--- src/rtl/flash_pkg.sv ---
// Shared definitions for the flash bridge arbiter: FSM encoding, bus width
// defaults and requester indices.
package flash_pkg;

  localparam int ADDR_W_DEF = 8;
  localparam int DATA_W_DEF = 8;

  localparam logic REQ_SCORE = 1'b0;
  localparam logic REQ_DISP  = 1'b1;

  // 3-bit encoding kept identical to the bridge's own state register width
  localparam logic [2:0] ST_IDLE    = 3'd0;
  localparam logic [2:0] ST_ISSUE   = 3'd1;
  localparam logic [2:0] ST_WAIT    = 3'd2;
  localparam logic [2:0] ST_RELEASE = 3'd3;

  typedef enum logic [2:0] {
    IDLE    = ST_IDLE,
    ISSUE   = ST_ISSUE,
    WAIT    = ST_WAIT,
    RELEASE = ST_RELEASE
  } state_e;

endpackage

--- src/rtl/flash_rr_picker.sv ---
// Two-way round-robin picker: a lone requester always wins, a tie goes to the
// requester that was not granted last.
module flash_rr_picker (
  input  logic [1:0] valid_i,
  input  logic       last_grant_i,
  output logic       grant_valid_o,
  output logic       grant_idx_o
);

  always_comb begin
    grant_valid_o = |valid_i;
    grant_idx_o   = 1'b0;
    case (valid_i)
      2'b01:   grant_idx_o = 1'b0;
      2'b10:   grant_idx_o = 1'b1;
      2'b11:   grant_idx_o = ~last_grant_i;
      default: grant_idx_o = 1'b0;
    endcase
  end

endmodule

--- src/rtl/flash_arbiter.sv ---
// Shares one flash bridge between the score writer (req0) and display reader
// (req1): round-robin grant, single-cycle fb_start, fb_done wait with watchdog.
module flash_arbiter
  import flash_pkg::*;
#(
  parameter int ADDR_W         = ADDR_W_DEF,
  parameter int DATA_W         = DATA_W_DEF,
  parameter int TIMEOUT_CYCLES = 200
) (
  input  logic              CLK_50MHZ,
  input  logic              RST,
  input  logic              req0_valid,
  input  logic              req0_rw,
  input  logic [ADDR_W-1:0] req0_addr,
  input  logic [DATA_W-1:0] req0_wdata,
  output logic              req0_ready,
  output logic              req0_done,
  output logic              req0_err,
  input  logic              req1_valid,
  input  logic              req1_rw,
  input  logic [ADDR_W-1:0] req1_addr,
  input  logic [DATA_W-1:0] req1_wdata,
  output logic              req1_ready,
  output logic              req1_done,
  output logic              req1_err,
  output logic [ADDR_W-1:0] fb_addr,
  output logic [DATA_W-1:0] fb_data,
  output logic              fb_direction_rw,
  output logic              fb_start,
  input  logic              fb_done,
  output logic              busy,
  output logic              grant_id
);

  localparam logic [7:0] WD_LIMIT = 8'(TIMEOUT_CYCLES - 1);

  state_e              state_q, state_d;
  logic [7:0]          wd_q, wd_d;
  logic                last_grant_q, last_grant_d;
  logic                grant_id_q, grant_id_d;
  logic [ADDR_W-1:0]   addr_q, addr_d;
  logic [DATA_W-1:0]   data_q, data_d;
  logic                rw_q, rw_d;
  logic                start_q, start_d;
  logic                busy_q, busy_d;
  logic [1:0]          ready_q, ready_d;
  logic [1:0]          done_q, done_d;
  logic [1:0]          err_q, err_d;

  logic                pick_valid;
  logic                pick_idx;

  flash_rr_picker u_picker (
    .valid_i       ({req1_valid, req0_valid}),
    .last_grant_i  (last_grant_q),
    .grant_valid_o (pick_valid),
    .grant_idx_o   (pick_idx)
  );

  always_ff @(posedge CLK_50MHZ) begin
    if (RST) begin
      state_q      <= IDLE;
      wd_q         <= '0;
      last_grant_q <= 1'b1;
      grant_id_q   <= 1'b0;
      addr_q       <= '0;
      data_q       <= '0;
      rw_q         <= 1'b0;
      start_q      <= 1'b0;
      busy_q       <= 1'b0;
      ready_q      <= '0;
      done_q       <= '0;
      err_q        <= '0;
    end else begin
      state_q      <= state_d;
      wd_q         <= wd_d;
      last_grant_q <= last_grant_d;
      grant_id_q   <= grant_id_d;
      addr_q       <= addr_d;
      data_q       <= data_d;
      rw_q         <= rw_d;
      start_q      <= start_d;
      busy_q       <= busy_d;
      ready_q      <= ready_d;
      done_q       <= done_d;
      err_q        <= err_d;
    end
  end

  // Outputs are registered, so each decision is made one state ahead of
  // where it becomes visible (e.g. fb_start is raised on the IDLE->ISSUE edge).
  always_comb begin
    state_d      = state_q;
    wd_d         = wd_q;
    last_grant_d = last_grant_q;
    grant_id_d   = grant_id_q;
    addr_d       = addr_q;
    data_d       = data_q;
    rw_d         = rw_q;
    start_d      = 1'b0;
    ready_d      = '0;
    done_d       = '0;
    err_d        = '0;
    case (state_q)
      IDLE: begin
        if (pick_valid) begin
          grant_id_d        = pick_idx;
          addr_d            = (pick_idx == REQ_DISP) ? req1_addr  : req0_addr;
          data_d            = (pick_idx == REQ_DISP) ? req1_wdata : req0_wdata;
          rw_d              = (pick_idx == REQ_DISP) ? req1_rw    : req0_rw;
          ready_d[pick_idx] = 1'b1;
          start_d           = 1'b1;
          state_d           = ISSUE;
        end
      end
      ISSUE: begin
        wd_d    = '0;
        state_d = WAIT;
      end
      WAIT: begin
        wd_d = wd_q + 8'd1;
        // completion takes priority over a timeout landing on the same cycle
        if (fb_done) begin
          done_d[grant_id_q] = 1'b1;
          state_d            = RELEASE;
        end else if (wd_q == WD_LIMIT) begin
          err_d[grant_id_q] = 1'b1;
          state_d           = RELEASE;
        end
      end
      RELEASE: begin
        last_grant_d = grant_id_q;
        state_d      = IDLE;
      end
      default: state_d = IDLE;
    endcase
    busy_d = (state_d != IDLE);
  end

  assign req0_ready      = ready_q[REQ_SCORE];
  assign req1_ready      = ready_q[REQ_DISP];
  assign req0_done       = done_q[REQ_SCORE];
  assign req1_done       = done_q[REQ_DISP];
  assign req0_err        = err_q[REQ_SCORE];
  assign req1_err        = err_q[REQ_DISP];
  assign fb_addr         = addr_q;
  assign fb_data         = data_q;
  assign fb_direction_rw = rw_q;
  assign fb_start        = start_q;
  assign busy            = busy_q;
  assign grant_id        = grant_id_q;

endmodule

--- config.mk ---
export PLATFORM = sky130hd
export DESIGN_NAME = flash_arbiter
export DESIGN_NICKNAME = d
export VERILOG_FILES = /design/src/rtl/flash_pkg.sv /design/src/rtl/flash_rr_picker.sv /design/src/rtl/flash_arbiter.sv
export SDC_FILE = /design/constraint.sdc
export NUM_CORES = 1
export LEC_CHECK = 0
export ABC_AREA = 1
export CORE_AREA = 2 2 65 67
export DETAILED_ROUTE_END_ITERATION = 7
export DIE_AREA = 0 0 67 69
export GPL_TIMING_DRIVEN = 0
export PLACE_DENSITY = 0.78
export SYNTH_ARGS = -nofsm -noshare
export SYNTH_HDL_FRONTEND = slang
export SYNTH_HIERARCHICAL = 1
export SYNTH_SLANG_ARGS = --single-unit
--- constraint.sdc ---
create_clock -name CLK_50MHZ -period 1.3 [get_ports CLK_50MHZ]
set_input_delay 0.26 -clock CLK_50MHZ [delete_from_list [all_inputs] [get_ports CLK_50MHZ]]
set_output_delay 0.26 -clock CLK_50MHZ [all_outputs]
set_load 0.05 [all_outputs]
# [Word-level counts from Yosys, hierarchy flattened]
# Cells that the tools add are included.
[totals] register_bits=38 inputBits=39 out_inout_bits=26 word_cells=54
[op_classes] addsub=1 order_cmp=4 eq_ne=6 n_mux=14 bitwise=6 reduce_logical=11
[ops] operator="$mux 8" n=2
[ops] operator="$pmux 8 s2" n=1
[ops] operator="$mux 3" n=3
[ops] operator="$pmux 3 s3" n=1
[ops] operator="$add 8x1->8 const B" n=1
[ops] operator="$eq 8x8->1 const B" n=1
[ops] operator="$eq 3x2->1 const B" n=2
[ops] operator="$not 1->1" n=6
[ops] operator="$reduce_or 3->1" n=2
[ops] operator="$eq 2x2->1 const B" n=2
[ops] operator="$lt 1x2->1 const B" n=2
[ops] operator="$mux 1" n=4
[ops] operator="$reduce_or 2->1" n=2
[ops] operator="$reduce_or 4->1" n=1
[ops] operator="$eq 3x1->1 const B" n=1
[ops] operator="$logic_not 3->1" n=1
[ops] operator="$reduce_bool 3->1" n=1
[ops] operator="$demux 1 s1" n=2
[ops] operator="$ge 1x1->1 const B" n=2
[ops] operator="$logic_and 1x1->1" n=2
[ops] operator="$pmux 1 s2" n=1
[ops] operator="$reduce_and 2->1" n=1
[ops] operator="$reduce_bool 2->1" n=1

# [Logic depth before layout (Yosys ltp)]
[depth] word_depth=6 ltp_mapped=7 ltp_nobuf=7

# [Hierarchy]
# Netlist, hierarchy kept.
[modules_own_cells] module="flash_arbiter" n_inst=1 cells_each=190 area_each_um2=1620.3 seq_area_each_um2=760.7
[modules_own_cells] module="flash_rr_picker" n_inst=1 cells_each=3 area_each_um2=15.0 seq_area_each_um2=0.0

# [Least setup slack after synthesis]
# OpenSTA, ideal clock, no wires.
[synth_timing] path_kind="register to register" from="reg last_grant_q" to="reg addr_q[5] (netlist: fb_addr[5])" t_arrival_ps=1116 t_required_ps=1182 slack_ps=66 path_stages_with_launch=6 path_cell_list="dfxtp_1 -> a21oi_1 -> buf_4 -> buf_4 -> mux2i_1 -> o21ai_2"
[synth_between] elab_chain_len=3
[synth_lines] element="start: declaration" line="flash_arbiter.sv:39" rtl="logic last_grant_q, last_grant_d;"
[synth_lines] element="start signal: assignment" line="flash_arbiter.sv:77" rtl="last_grant_q <= last_grant_d;"
[synth_lines] element="$not 1->1" line="flash_rr_picker.sv:16" rtl="2'b11: grant_idx_o = ~last_grant_i;"
[synth_lines] element="$pmux 1 s2" line="flash_rr_picker.sv:13" rtl="case (valid_i)"
[synth_lines] element="named net pick_idx" line="flash_arbiter.sv:51" rtl="logic pick_idx;"
[synth_lines] element="$mux 8" line="flash_arbiter.sv:108" rtl="addr_d = (pick_idx == REQ_DISP) ? req1_addr : req0_addr;"
[synth_lines] element="end signal: assignment" line="flash_arbiter.sv:79" rtl="addr_q <= addr_d;"
[synth_lines] element="end: declaration" line="flash_arbiter.sv:41" rtl="logic [ADDR_W-1:0] addr_q, addr_d;"
# The timed path passes the listed nets, and every way through them passes these cells.
# A chain may end at the register's enable or synchronous reset.

# [Worst setup path after layout]
[layout_timing] from="reg data_q[2] (netlist: fb_data[2])" to="out fb_data[2]"
[layout_lines] element="start: declaration" line="flash_arbiter.sv:42" rtl="logic [DATA_W-1:0] data_q, data_d;"
[layout_lines] element="start signal: assignment" line="flash_arbiter.sv:80" rtl="data_q <= data_d;"
[layout_lines] element="end: declaration" line="flash_arbiter.sv:27" rtl="output logic [DATA_W-1:0] fb_data,"
# No word-level cell between the ends.

==> results <==
where the power goes:
part / switching, uW / internal [uW]
clock: 390 / 369
combinational: 355 / 284
sequential: 30.1 / 1220
routing by layer:
metal  up-vias  global-route usage (%)  part of all wire, %
met5         -                       0                    0
li1        799                       -                    -
met1       747                    23.3                   42
met3        10                    5.22                  4.3
met2        54                    32.5                   52
met4         0                    7.03                  2.4
cell families after synthesis:
group | count (synthesis) | share of synthesized area [%]
AOI/OAI and AO/OA | 38 | 14.2
adders and majority gates | 1 | 0.765
buffers and inverters | 25 | 6.96
DFF | 38 | 46.5
muxes | 17 | 10.4
other | 1 | 0.229
and+or+nand+nor | 73 | 21.0
final cells by class:
cell class,instances,area (sq um)
fill,322,1290
sequential,38,762
inverter,18,71.3
timing repair buffer,71,734
buffer,7,66.3
tap,50,62.6
multi-input combinational,130,848
clock buffer,7,76.3
layout by cell type, fill, tap and decap left out, types with 3 or more instances in the layout:
cell             Yosys  final
dfxtp_1             38     37
clkdlybuf4s18_2      0      3
nor2_1              15     14
inv_2                3      3
nand3_1             25     25
inv_1               15     14
buf_4                2      5
mux2i_1             17      9
mux2i_2              0      4
o21ai_2              9     12
clkdlybuf4s15_2      0     20
a21oi_1             12     11
o21ai_0             14      9
nand2_1             26     26
clkbuf_8             0      5
clkdlybuf4s50_1      0     35
buf_2                4      7
mux2i_4              0      4
stage by stage:
| step | hold slack (ns) | setup slack, ns | util (%) |
|---|---|---|---|
| final | 0.310 | 0.0258 | 67.0 |
| after global routing | 0.320 | 0.000436 | 67.0 |
| after CTS | 0.301 | 0.0000568 | 64.3 |
| after detailed placement | 0.456 | -0.565 | 59.5 |
| after global placement | 0.450 | -0.531 | 59.5 |
| after floorplan | 0.423 | 0.0664 | - |
sequential cells by signal, summed over array words and instances, names as in the netlist:
name / flops
last_grant_q: 1
done_q: 2
fb_data: 8
err_q: 2
ready_q: 2
grant_id: 1
state_q: 3
fb_direction_rw: 1
fb_start: 1
fb_addr: 8
busy: 1
wd_q: 8
final timing paths:
check	startpoint	depth (start not counted)	slack (ns)	to
worst max-delay path	fb_data[2]	1	0.03	fb_data[2]
worst max register to register	last_grant_q	5	0.08	fb_addr[7]
worst min register to register	grant_id	1	0.46	err_q[0]
worst min-delay path	RST	2	0.31	state_q[0]
timing repair:
action                                  CTS  global route
gates resized for setup                  91            31
cloned                                    0             1
pin swaps                                 3             3
endpoints found under the setup margin   39            22
setup buffers                             5             2
==> results_dict.tcl <==
set metrics [dict create \
    cts_buffers 5 \
    core_area_sq_um 3910 \
    syn_area_sq_um 1640 \
    drive_gt1_share_pct 28.8 \
    cts_tree "yes" \
    vias_per_cell 5.02 \
    area_growth_syn_to_layout_pct 60.3 \
    pin_count 65 \
    cp_max_fo 2 \
    grt_use_total_pct 19.4 \
    ir_drop_v 0.000723 \
    crit_chain "clkdlybuf4s15_2" \
    hold_viol_final 0 \
    ys_warn_count 6 \
    crit_type "flip-flop to output pin" \
    synth_edf_count 0 \
    arrival_ns 1.01 \
    clock_sinks 38 \
    finalMaxSlewViolations 0 \
    cp_top_family "buffers and inverters" \
    finalSetupViolCount 0 \
    grt_setup_unrepaired "no" \
    synth.area.top_cells "dfxtp_1 47%, mux2i_1 10%, nand3_1 7.7%" \
    start_kind "flip-flop" \
    min_path_type "input port to flip-flop" \
    synth.largest_area_cell "dfxtp_1" \
    drv_cap 0 \
    crit_required_ns 1.04 \
    clock.fmax_mhz 785 \
    place_inst 306 \
    cp_num_buf_inv 1 \
    fin_crit_ns 1.27 \
    dp.final_hpwl_mm 2.94 \
    via_count 1610 \
    synth-seq-cells 38 \
    clockBufferDepth 2 \
    synth_cell_types 24 \
    design_area_sq_um 2620 \
    drt-total-wl_mm 4.38 \
    routedWlPerCell_um 13.7 \
    synth_top_cell_area_share_pct 46.5 \
    start_util_pct 41.8 \
    fp.dieH_um 69 \
    cts-root-buf "clkbuf_8" \
    grt_pass1_vias 1481 \
    synth_common_cells "38 x dfxtp_1, 26 x nand2_1, 25 x nand3_1" \
    antenna_left 0 \
    async_flop_share_pct 0 \
    die_area_sq_um 4620 \
    grt_pass1_wl_mm 6.86 \
    fin_nets 311 \
    grt_max_degree 11 \
    die_w_um 67 \
    grt-ovfl-total 0 \
    clock-skew-final_ns 0.00339 \
    num_rows 23 \
    fin_cells 321 \
    setup-tns-final_ns 0 \
    ys.flop_type "dfxtp_1" \
    drc_errors 0 \
    finalCritPeriodShare_pct 98.0 \
    netlist_instances 193 \
    antennaDiodeCount 0 \
    synthesis.nets 233 \
    clkLatencyLatePin_ns 0.29 \
    drt-pass1-iter-count 4 \
    clk_pin_slew_ns 0.07 \
    portBuffers 63 \
    slowest_delay_ns 0.38 \
    synth_area_per_cell_sq_um 8.47 \
    end_kind "output pin" \
    p_leak_uw 0.00102 \
    place_area_sq_um 2330 \
    yosysSeqAreaShare_pct 46.5 \
    antenna_found_initial 0 \
    p_per_area_nw_per_um2 1010 \
    cp_slowest_cell "clkdlybuf4s15_2" \
    drtIter0Drc 98 \
    cts_hold_buf 0 \
    globalplace.congestion 0.728 \
    cts_max_level 2 \
    synthMostInstantiatedCell "dfxtp_1" \
    outcome "finished clean" \
    finalPower_uw 2650 \
]
Power figures use the tool's default switching activity.
==> patch (same settings) <==
Put a register stage on the outputs `req0_err` and `req1_err`, without a reset. The values now appear one clock later. The other outputs are not delayed to match.
--- a/src/rtl/flash_arbiter.sv
+++ b/src/rtl/flash_arbiter.sv
@@ -141,8 +141,10 @@
   assign req1_ready      = ready_q[REQ_DISP];
   assign req0_done       = done_q[REQ_SCORE];
   assign req1_done       = done_q[REQ_DISP];
-  assign req0_err        = err_q[REQ_SCORE];
-  assign req1_err        = err_q[REQ_DISP];
+  always_ff @(posedge CLK_50MHZ) begin
+    req0_err <= err_q[REQ_SCORE];
+    req1_err <= err_q[REQ_DISP];
+  end
   assign fb_addr         = addr_q;
   assign fb_data         = data_q;
   assign fb_direction_rw = rw_q;
Function: no difference found for any inputs over 10 cycles, from zero or initial values and one cycle with RST high; that may be too few to reach the edited logic, so the function may still have changed.
==> patch against the original RTL <==
  * Cell area down 2.3%
  * Register-to-register slack better by 20 ps
  * Die area unchanged
  * Worst setup slack better by 5.5 ps
  * Critical path depth unchanged
  * Core utilization down 1.6 points
  * Power up 0.30%
  * Cell count unchanged
  * First-iteration DRC count down 26%
  * Area after synthesis up 2.4%
  * Sequential cell count up 2
  * Wire length down 12%
  * Clock skew up 4.7 ps
  * Sequential share of layout area up 2.2 points
  * Largest cell class is now registers
  * Largest power group unchanged
==> patch: results (changes against the original RTL) <==
Status
  • Status: complete, no violations (unchanged)

Placement
  • Placed cell area: 2370 um2 (was 2330 um2)
  • HPWL after DPL: 2900 um (was 2940 um)
  • IO buf count: 63 (unchanged)
  • GP Congestion: 0.738 (was 0.728)

Hold path
  • Hold Startpoint: RST (unchanged)
  • Worst hold path type: input port to register (unchanged)
  • Hold-critical path depth: 2 (unchanged)

Setup path
  • Family with the most delay on the worst path: buffers and inverters (unchanged)
  • CP arrival: 1010 ps (about the same)
  • Crit-path max FO: 2 (unchanged)
  • Worst path slowest cell: clkdlybuf4s15_2 (unchanged)
  • Cells on worst reg2reg path: 6 (was 5)
  • CP Launch Point: fb_data[4] (was fb_data[2])
  • Critical R2R Launch: wd_q[0] (was last_grant_q)

Synth
  • Async SR Flop Fraction: 0% (unchanged)
  • Syn Area/Cell: 8.59 um2 (was 8.47 um2)
  • Area contributors post-synth: dfxtp_1 48%, mux2i_1 10%, nand3_1 7.5%, nand2_1 5.8%, o21ai_2 4.7% (was dfxtp_1 47%, mux2i_1 10%, nand3_1 7.7%, nand2_1 6.0%, o21ai_2 4.8%)
  • Synth unique cells: 24 (unchanged)
  • Synthesis warning total: 6 (unchanged)
  • Most frequent cells after synthesis: 40 x dfxtp_1, 26 x nand2_1, 25 x nand3_1 (was 38 x dfxtp_1, 26 x nand2_1, 25 x nand3_1)
  • Post-synthesis sequential area ratio: 47.8% (was 46.5%)
  • Post-synth net total: 235 (was 233)

GRT
  • GRT met2 Usage: 30.5% (was 32.5%)
  • Initial antenna violation count: 0 (unchanged)
  • Tot GR Track Use: 18.4% (was 19.4%)
  • Vias in the first global route: 1492 (was 1481)
  • Largest net degree at the start of global routing: 12 (was 11)
  • Met3 usage: 5.38% (was 5.22%)
  • Met1 Usage GRT: 22.0% (was 23.3%)
  • First-pass GRT wire length: 6620 um (was 6860 um)

Pwr
  • Lkg Pwr: 1.02 nW (about the same)
  • Peak supply drop: 0.000823 V (was 0.000723 V)
  • Sw frac: 28.4% (was 29.3%)

Clock tree
  • # H-tree levels: 2 (unchanged)
  • TritonCTS Buffers: 5 (unchanged)
  • Clock Path Buffers: 2 (unchanged)

Drt
  • Total wire length: 3860 um (was 4380 um)
  • Vias/cell: 4.84 (was 5.02)
  • Drt first-iter violations: 73 (was 98)

Final layout
  • Fraction of layout cells with a size suffix above 1: 24.4% (was 28.8%)
  • Layout Cells excl Fill: 321 (unchanged)

STA
  • Skew final: 8.08 ps (was 3.39 ps)
## patch: path summary, 6_finish.rpt
check | to | slack (ps)
max | fb_data[4] | 30
min | state_q[1] | 300
max reg2reg | wd_q[6] | 100
min reg2reg | req1_err | 330
## patch: cell type report
class	count	area, um2
Buffer	7	73.8
Clock buffer	6	72.6
Clock inverter	1	5.00
Fill cell	336	1350
Inverter	18	67.6
Multi-Input combinational cell	130	787
Sequential cell	40	801
Tap cell	50	62.6
Timing Repair Buffer	69	691
## patch: power groups by stage
stage          clock network, W  logic (W)  registers (W)
2_1_floorplan                 0   0.000158        0.00150
3_3_place_gp                  0   0.000562        0.00133
3_5_place_dp                  0   0.000566        0.00133
4_1_cts                0.000778   0.000591        0.00131
5_1_grt                0.000818   0.000627        0.00131
6_report               0.000760   0.000588        0.00131
## patch: logic make-up after synthesis
kind of cell,after synthesis,share of synthesized area [%]
AO/OA/AOI/OAI,38,13.8
adder cells (fa/ha/maj),1,0.747
buffers and inverters,25,6.80
flip-flops,40,47.8
multiplexers,17,10.2
other,1,0.224
AND/OR/NAND/NOR,73,20.5
## patch: what timing repair did
item / CTS / global route
gates cloned: 0 / 0
pin swaps: 1 / 2
resized for setup: 94 / 11
endpoints found under the hold margin: 0 / 0
buffers inserted: 5 / 1
setup endpoints to repair: 40 / 19
## patch: metrics by stage
step	util (%)	hold slack, ps	setup WS [ps]
finish	65.4	299	31.2
global route	65.4	313	0.757
CTS	65.5	298	24.3
detailed placement	60.5	312	-546
global placement	60.5	312	-545
floorplan	-	310	66.4
## patch: routing by layer
layer,wire (um),vias up
li1,-,803
met1,1650,697
met2,1920,47
met3,213,7
met4,78,0
met5,0,-
